$ cat src/rtl/param_switch_arbiter.sv
// N-requester switch arbiter with selectable fixed-priority or round-robin order,
// optional grant locking bounded by MAX_HOLD, and registered grant outputs.
module param_switch_arbiter #(
  parameter int NUM_REQ  = 4,
  parameter int ID_W     = 2,
  parameter int MAX_HOLD = 8
) (
  input  logic               clk,
  input  logic               reset_n,
  input  logic [NUM_REQ-1:0] i_Req,
  input  logic               i_Mode,
  input  logic               i_Hold,
  output logic [NUM_REQ-1:0] o_Gnt,
  output logic               o_Gnt_Valid,
  output logic [ID_W-1:0]    o_Gnt_Id
);

  localparam int HC_W = (MAX_HOLD > 1) ? $clog2(MAX_HOLD) : 1;

  typedef enum logic {S_IDLE = 1'b0, S_GRANT = 1'b1} state_t;

  state_t             r_state, w_state_nxt;
  logic [NUM_REQ-1:0] r_gnt, w_gnt_nxt;
  logic [ID_W-1:0]    r_gnt_id, w_gnt_id_nxt;
  logic [ID_W-1:0]    r_ptr, w_ptr_nxt;
  logic [HC_W-1:0]    r_hold_cnt, w_hold_cnt_nxt;

  logic               w_keep;
  logic               w_win_found;
  logic [ID_W-1:0]    w_win_id;
  logic [ID_W-1:0]    w_idx;

  // Search order: descending from NUM_REQ-1 (fixed) or from ptr with wrap (round-robin).
  always_comb begin
    w_win_found = 1'b0;
    w_win_id    = '0;
    w_idx       = '0;
    for (int i = 0; i < NUM_REQ; i++) begin
      w_idx = i_Mode ? ID_W'((int'(r_ptr) + NUM_REQ - i) % NUM_REQ)
                     : ID_W'(NUM_REQ - 1 - i);
      if (!w_win_found && i_Req[w_idx]) begin
        w_win_found = 1'b1;
        w_win_id    = w_idx;
      end
    end
  end

  assign w_keep = (r_state == S_GRANT) && i_Hold && i_Req[r_gnt_id] &&
                  (r_hold_cnt < HC_W'(MAX_HOLD - 1));

  always_ff @(posedge clk or negedge reset_n) begin
    if (!reset_n) begin
      r_state    <= S_IDLE;
      r_gnt      <= '0;
      r_gnt_id   <= '0;
      r_ptr      <= ID_W'(NUM_REQ - 1);
      r_hold_cnt <= '0;
    end else begin
      r_state    <= w_state_nxt;
      r_gnt      <= w_gnt_nxt;
      r_gnt_id   <= w_gnt_id_nxt;
      r_ptr      <= w_ptr_nxt;
      r_hold_cnt <= w_hold_cnt_nxt;
    end
  end

  always_comb begin
    w_state_nxt    = r_state;
    w_gnt_nxt      = r_gnt;
    w_gnt_id_nxt   = r_gnt_id;
    w_ptr_nxt      = r_ptr;
    w_hold_cnt_nxt = r_hold_cnt;
    if (w_keep) begin
      w_hold_cnt_nxt = r_hold_cnt + 1'b1;
    end else begin
      // IDLE, or a grant that is released: arbitrate on the current requests.
      w_hold_cnt_nxt = '0;
      if (w_win_found) begin
        w_state_nxt  = S_GRANT;
        w_gnt_nxt    = NUM_REQ'(1) << w_win_id;
        w_gnt_id_nxt = w_win_id;
        w_ptr_nxt    = (w_win_id == '0) ? ID_W'(NUM_REQ - 1) : w_win_id - 1'b1;
      end else begin
        w_state_nxt  = S_IDLE;
        w_gnt_nxt    = '0;
        w_gnt_id_nxt = '0;
      end
    end
  end

  always_comb begin
    o_Gnt       = r_gnt;
    o_Gnt_Id    = r_gnt_id;
    o_Gnt_Valid = (r_state == S_GRANT);
  end

endmodule
$ cat config.mk
export PLATFORM = sky130hd
export DESIGN_NAME = param_switch_arbiter
export DESIGN_NICKNAME = d
export VERILOG_FILES = /design/src/rtl/param_switch_arbiter.sv
export SDC_FILE = /design/constraint.sdc
export NUM_CORES = 1
export LEC_CHECK = 0
export ABC_AREA = 1
export BUFFER_PORTS_ARGS = -buffer_cell sky130_fd_sc_hd__buf_2
export CAP_MARGIN = 20
export CORE_MARGIN = 1
export CORE_UTILIZATION = 25
export CTS_CLUSTER_DIAMETER = 80
export CTS_CLUSTER_SIZE = 28
export DETAILED_ROUTE_END_ITERATION = 10
export PLACE_DENSITY = 0.51
export SKIP_CTS_REPAIR_TIMING = 1
export SLEW_MARGIN = 0
export SYNTH_ARGS = -nofsm -noshare
export SYNTH_HDL_FRONTEND = slang
export SYNTH_SLANG_ARGS = --single-unit
$ cat constraint.sdc
create_clock -name clk -period 2.2 [get_ports clk]
set_clock_uncertainty 0.2 [all_clocks]
set_input_delay 0.11 -clock clk [delete_from_list [all_inputs] [get_ports clk]]
set_output_delay 0.11 -clock clk [all_outputs]
set_load 0.005 [all_outputs]
==> impl_metrics.py, run 1 <==
metrics = {
    "sta": {
        "max_slew_margin_pct": 81.7,
        "fin_crit_sh_pct": 97.1,
        "setup_viol": 0,
        "fmax_ghz": 0.468,
        "worstMarginPinSlew_ps": 274,
        "rsz0062_at_grt": "true",
        "finalHoldViolations": 0,
        "period_needed_ps": 2140,
        "drv_slew": 0,
        "worst_hold_slack_ps": 11.3,
    },
    "detailed_routing": {
        "vias": 878,
        "drt-pass1-iter-count": 4,
        "avgRoutedWirePerCell_um": 11.2,
        "drt_iter0_markers": 49,
        "routed_via_density": 4.43,
        "drc": 0,
        "routed_wirelength_um": 2210,
        "ant_nets": 0,
    },
    "worst_setup_path": {
        "cpLargestDelayFamily": "simple AND/OR/NAND/NOR gates",
        "critPathMaxFanout": 6,
        "required_ps": 2220,
        "crit_path_end_kind": "flip-flop",
        "startpoint_type": "flip-flop",
        "critPathBufInv": 3,
        "critPathMaxStageDelay_ps": 590,
        "slowest_stage": "dfstp_2",
        "worstSetupPathType": "reg2reg",
        "path_cells": "inv_4 > nand2_8 > nand2_4 > nand2_4 > buf_4 > nand2_1 > nand2_1 > nand4_1 > nand2_2 > nand2_4 > inv_2 > ha_2 > nand2_2 > nand2_1",
        "cp.arrival_ps": 2150,
    },
    "layout": {
        "fillCellCount": 343,
        "drive_gt1_share_pct": 48.1,
        "syn2layout_area_growth_pct": 49.3,
        "mostFrequentLayoutCells": "nand2_1 (36), nand2_2 (15), buf_2 (14)",
        "final_nets": 168,
        "layout_commonest_cell": "nand2_1",
        "diodes": 0,
    },
    "floorplanning": {
        "die_height_um": 59.7,
        "coreArea_sq_um": 3100,
        "fp.dieW_um": 59.7,
        "start_util_pct": 26.8,
        "num_rows": 20,
        "dieArea_sq_um": 3560,
        "boundaryPins": 15,
    },
    "synth": {
        "yosysWarnings": 0,
        "synth-seq-cells": 12,
        "netlist-cell-type-count": 17,
        "yosysSeqAreaShare_pct": 36.4,
        "syn_area_sq_um": 832,
        "avgSynthCellArea_sq_um": 6.71,
        "syn-num-nets": 137,
        "syn_inst": 124,
    },
    "pwr": {
        "ir_drop_v": 0.000529,
        "power_per_cell_area_nw_per_um2": 1290,
        "p_leak_uw": 0.000630,
        "total_power_uw": 1600,
    },
    "global_route": {
        "first_global_vias": 739,
        "grtUsageTotal_pct": 12.2,
        "grt-ovfl-total": 0,
        "antenna_found_initial": 0,
        "grt_pass1_wl_um": 3240,
        "grt_max_degree": 13,
    },
    "placed_design": {
        "gp_congestion": 0.764,
        "dp_hpwl_um": 1460,
        "portBuffers": 14,
    },
    "clock_network": {
        "cts_tree": "yes",
        "clockRootBuffer": "clkbuf_4",
        "numCtsBuffers": 3,
        "cts.clk_slew.worst_paths_ps": 80,
        "htreeDepth": 1,
        "cts.sinks": 12,
        "worst_skew_pair.late_latency_ps": 270,
        "cts_max_path_buffers": 2,
    },
    "run": {
        "max-cap-violations": 0,
    },
    "run_status": {
        "status": "finished, final reports clean",
    },
    "worst_hold_path": {
        "hold_class": "in2reg",
    },
}
-- worst min-delay path, stage by stage --
cell	delay, ps
buf_2	100
nand3_1	90
a21oi_2	60
nand2_1	50
nand2_1	40
-- report_power, final --
| part | switching, uW | leakage (uW) | internal [uW] |
|---|---|---|---|
| Sequential | 81.8 | 0.000147 | 323 |
| Clock | 74.6 | 0.0000210 | 101 |
| Combinational | 603 | 0.000462 | 421 |
| Total | 760 | 0.000630 | 844 |
-- through the flow --
step	cell area, sq um	TNS (ps)	instances	util [%]	setup slack (ps)
after CTS	1010	-116	188	32.5	-90.8
after global routing	1240	-114	198	40.0	-43.9
after floorplan	832	0	124	-	205
after detailed placement	972	-56.1	184	31.3	-56.1
final	1240	0	198	40.0	63.7
after global placement	972	-20.6	184	31.3	-20.6
-- cells by family (layout without fill, tap and decap cells) --
group	Yosys count	in the layout	synth area share (%)
adder cells (fa/ha/maj)	5	5	7.52
buffers and inverters	14	44	6.32
AO/OA/AOI/OAI	7	7	4.96
flip-flops	12	12	36.4
AND/OR/NAND/NOR	85	85	43.8
XOR/XNOR	1	1	1.05
-- state kept, by name, indices dropped and copies added (netlist names) --
register and flops:
o_Gnt 4, o_Gnt_Id 2, o_Gnt_Valid 1, r_hold_cnt 3, r_ptr 2
-- synth_stat cells --
cell type | count | share of area, %
o211ai_1 | 1 | 0.90
xnor2_1 | 1 | 1.1
o21ai_1 | 1 | 0.60
o21ai_0 | 1 | 0.60
nand2_1 | 54 | 24
a21oi_1 | 3 | 1.8
nand2_2 | 3 | 2.3
a21oi_2 | 1 | 1.1
dfstp_2 | 2 | 6.3
nand3_1 | 14 | 8.4
ha_1 | 5 | 7.5
nand4_1 | 2 | 1.5
inv_1 | 9 | 4.1
nor2_4 | 2 | 2.7
inv_2 | 5 | 2.3
dfrtp_1 | 10 | 30
nor2_1 | 10 | 4.5
-- worst paths after layout --
path | startpoint | end | slack, ps | cells after the start
setup / recovery | r_ptr[0]$_DFFE_PN1P_ | o_Gnt[0]$_DFFE_PN0N_ | 60 | 14
setup reg to reg | r_ptr[0]$_DFFE_PN1P_ | o_Gnt[0]$_DFFE_PN0N_ | 60 | 14
min in group asynchronous | reset_n | o_Gnt[0]$_DFFE_PN0N_ | 40 | 2
max in group asynchronous | reset_n | r_ptr[1]$_DFFE_PN1P_ | 1490 | 2
hold reg to reg | r_hold_cnt[0]$_DFF_PN0_ | r_hold_cnt[0]$_DFF_PN0_ | 270 | 1
hold / removal | i_Hold | o_Gnt_Id[1]$_DFFE_PN0N_ | 10 | 5
-- metal layers --
metal / track usage (%) / vias up / share of wire, %
met2: 18.4 / 15 / 49
met3: 2.60 / 2 / 3.1
li1: - / 449 / -
met4: 3.99 / 0 / 0.59
met5: 0 / - / 0
met1: 17.4 / 412 / 48
-- area by class of cell --
cell class	instances	area (sq um)	share of cell area [%]
clock buffers	4	36.3	2.92
well taps	44	55.1	4.43
inverters	14	57.6	4.63
repair buffers	26	166	13.4
flip-flops and latches	12	303	24.4
multi-input cells	98	624	50.3
Note: power is estimated with default switching activity, not from simulation.
==> run 2, diff against run 1 <==
--- a/config.mk
+++ b/config.mk
@@ -5,7 +5,6 @@
 export SDC_FILE = /design/constraint.sdc
 export NUM_CORES = 1
 export LEC_CHECK = 0
-export ABC_AREA = 1
 export BUFFER_PORTS_ARGS = -buffer_cell sky130_fd_sc_hd__buf_2
 export CAP_MARGIN = 20
 export CORE_MARGIN = 1
@@ -13,7 +12,7 @@
 export CTS_CLUSTER_DIAMETER = 80
 export CTS_CLUSTER_SIZE = 28
 export DETAILED_ROUTE_END_ITERATION = 10
-export PLACE_DENSITY = 0.51
+export PLACE_DENSITY = 0.5
 export SKIP_CTS_REPAIR_TIMING = 1
 export SLEW_MARGIN = 0
 export SYNTH_ARGS = -nofsm -noshare
==> impl_metrics.py, run 2 <==
metrics = {
    "run_status": {
        "status": "finished, violations left",
        "violations": "negative setup slack",
    },
    "sta": {
        "fin_setup_tns_ps": -72.1,
        "period_needed_ps": 2250,
        "worst_hold_slack_ps": 76.8,
        "drv_slew": 0,
        "setup_viol": 3,
        "max_slew_margin_pct": 79.0,
        "rsz0062_at_grt": "true",
        "setup_slack_ps": -48.6,
        "finalHoldViolations": 0,
        "fmax_ghz": 0.445,
        "worstMarginPinSlew_ps": 314,
        "fin_crit_sh_pct": 102,
    },
    "synth": {
        "netlist-cell-type-count": 44,
        "synth.most_common_cell": "nand2_1",
        "ys_async_sr_fraction_pct": 100,
        "synthTopCellsByCount": "nand2_1 (13), dfrtp_1 (10), nor2_1 (7), nand3_1 (6)",
        "synth-seq-cells": 12,
        "yosysWarnings": 0,
        "yosysSeqAreaShare_pct": 30.3,
        "synth_top_cell_area_share_pct": 25.1,
        "synthFlopType": "dfrtp_1",
        "syn-num-nets": 124,
        "yosysTopAreaCell": "dfrtp_1",
        "synth_area_leaders": "dfrtp_1 (25%), ha_1 (6.3%), dfstp_2 (5.3%)",
        "syn_inst": 111,
        "syn_area_sq_um": 998,
        "avgSynthCellArea_sq_um": 9.00,
        "synth_edf_count": 0,
    },
    "detailed_routing": {
        "drt_iter0_markers": 20,
        "drt-pass1-iter-count": 4,
        "routed_via_density": 4.88,
        "routed_wirelength_um": 2300,
        "drc": 0,
        "ant_nets": 0,
        "avgRoutedWirePerCell_um": 12.1,
        "vias": 923,
    },
    "clock_network": {
        "cts.clk_slew.worst_paths_ps": 50,
        "cts_max_path_buffers": 2,
        "cts.sinks": 12,
        "htreeDepth": 1,
        "numCtsBuffers": 3,
        "clockRootBuffer": "clkbuf_8",
        "worst_skew_pair.late_latency_ps": 240,
        "cts_tree": "yes",
    },
    "worst_setup_path": {
        "required_ps": 2130,
        "worstSetupPathType": "reg2reg",
        "cp.arrival_ps": 2170,
        "critPathMaxFanout": 7,
        "startpoint_type": "flip-flop",
        "crit_path_end_kind": "flip-flop",
    },
    "global_route": {
        "first_global_vias": 844,
        "grt_max_degree": 15,
        "antenna_found_initial": 0,
        "grtUsageTotal_pct": 11.2,
        "grt-ovfl-total": 0,
        "grt_pass1_wl_um": 3830,
    },
    "pwr": {
        "power_per_cell_area_nw_per_um2": 1130,
        "ir_drop_v": 0.000240,
        "p_leak_uw": 0.000607,
    },
    "layout": {
        "final_cell_area_sq_um": 1340,
        "largest_register_ffs": 4,
        "diodes": 0,
        "final_nets": 155,
        "syn2layout_area_growth_pct": 34.0,
        "final_util_pct": 35.7,
        "mostFrequentLayoutCells": "buf_2 (15), buf_4 (15), nand2_1 (12)",
        "drive_gt1_share_pct": 44.7,
    },
    "floorplanning": {
        "coreArea_sq_um": 3740,
        "boundaryPins": 15,
        "die_height_um": 65.2,
        "start_util_pct": 26.7,
        "fp.dieW_um": 65.2,
        "dieArea_sq_um": 4250,
        "num_rows": 22,
    },
    "placed_design": {
        "dp_hpwl_um": 1660,
        "portBuffers": 14,
        "dpl_cell_area_sq_um": 1160,
        "gp_congestion": 0.826,
    },
    "worst_hold_path": {
        "hold_class": "in2async",
    },
    "run": {
        "max-cap-violations": 0,
    },
}
[run 2: cell types whose count changed after synthesis, sizes merged, moves of 3 or more]
| cell | change |
|---|---|
| inv | -9 |
| nor2 | -5 |
| nand2 | -42 |
| or2 | +4 |
| buf | +7 |
| nor3 | +3 |
| mux2i | +3 |
| nand3 | -8 |
| nand2b | +4 |
[run 2: logic make-up after synthesis]
kind of cell | synth area share, %
muxes | 7.52
DFF | 30.3
adders and majority gates | 6.27
and+or+nand+nor | 25.8
xor gates and xnor gates | 0.877
AOI/OAI and AO/OA | 21.2
buffers and inverters | 8.02
[run 2: path summary, 6_finish.rpt]
kind | start | to | slack [ps] | depth (start not counted)
setup / recovery | r_ptr[0]$_DFFE_PN1P_ | o_Gnt[2]$_DFFE_PN0N_ | -50 | 9
hold / removal | reset_n | r_hold_cnt[2]$_DFF_PN0_ | 80 | 2
setup reg to reg | r_ptr[0]$_DFFE_PN1P_ | o_Gnt[2]$_DFFE_PN0N_ | -50 | 9
hold reg to reg | r_hold_cnt[0]$_DFF_PN0_ | r_hold_cnt[0]$_DFF_PN0_ | 260 | 1
max in group asynchronous | reset_n | r_ptr[1]$_DFFE_PN1P_ | 1450 | 2
min in group clk | i_Mode | r_ptr[0]$_DFFE_PN1P_ | 190 | 4
[run 2: report_power, final]
part	internal [uW]	total, uW	switching (uW)
Sequential	319	400	81.3
Combinational	490	911	421
Clock	127	202	75.1
Total	936	1510	578
[run 2: critical path, stage by stage (launching register included)]
cell,delay (ps)
dfstp_2,610
buf_6,140
or2b_1,110
o22ai_1,90
a221oi_2,320
o211ai_1,190
and2_4,190
ha_2,180
nand3_2,50
nand2_1,50
[run 2: cell type report]
| cell class | count | area [sq um] |
|---|---|---|
| Inverter | 5 | 18.8 |
| Tap cell | 48 | 60.1 |
| Multi-Input combinational cell | 86 | 681 |
| Fill cell | 392 | 2410 |
| Clock buffer | 4 | 45.0 |
| Sequential cell | 12 | 303 |
| Timing Repair Buffer | 34 | 230 |
[run 2: layer usage]
layer	wire length (um)	part of all wire [%]	GRT usage [%]	vias to the layer above
li1	-	-	-	462
met1	1050	46	13.8	437
met2	1140	50	19.6	20
met3	79	3.4	2.78	4
met4	25	1.1	2.45	0
met5	0	0	0	-
[run 2: through the flow]
step	setup slack, ps	cells	total power [uW]
6_report	-48.6	189	1510
5_1_grt	-167	189	1650
4_1_cts	-158	182	1350
3_5_place_dp	-139	178	1140
3_3_place_gp	-84.2	178	1130
2_1_floorplan	81.3	111	875
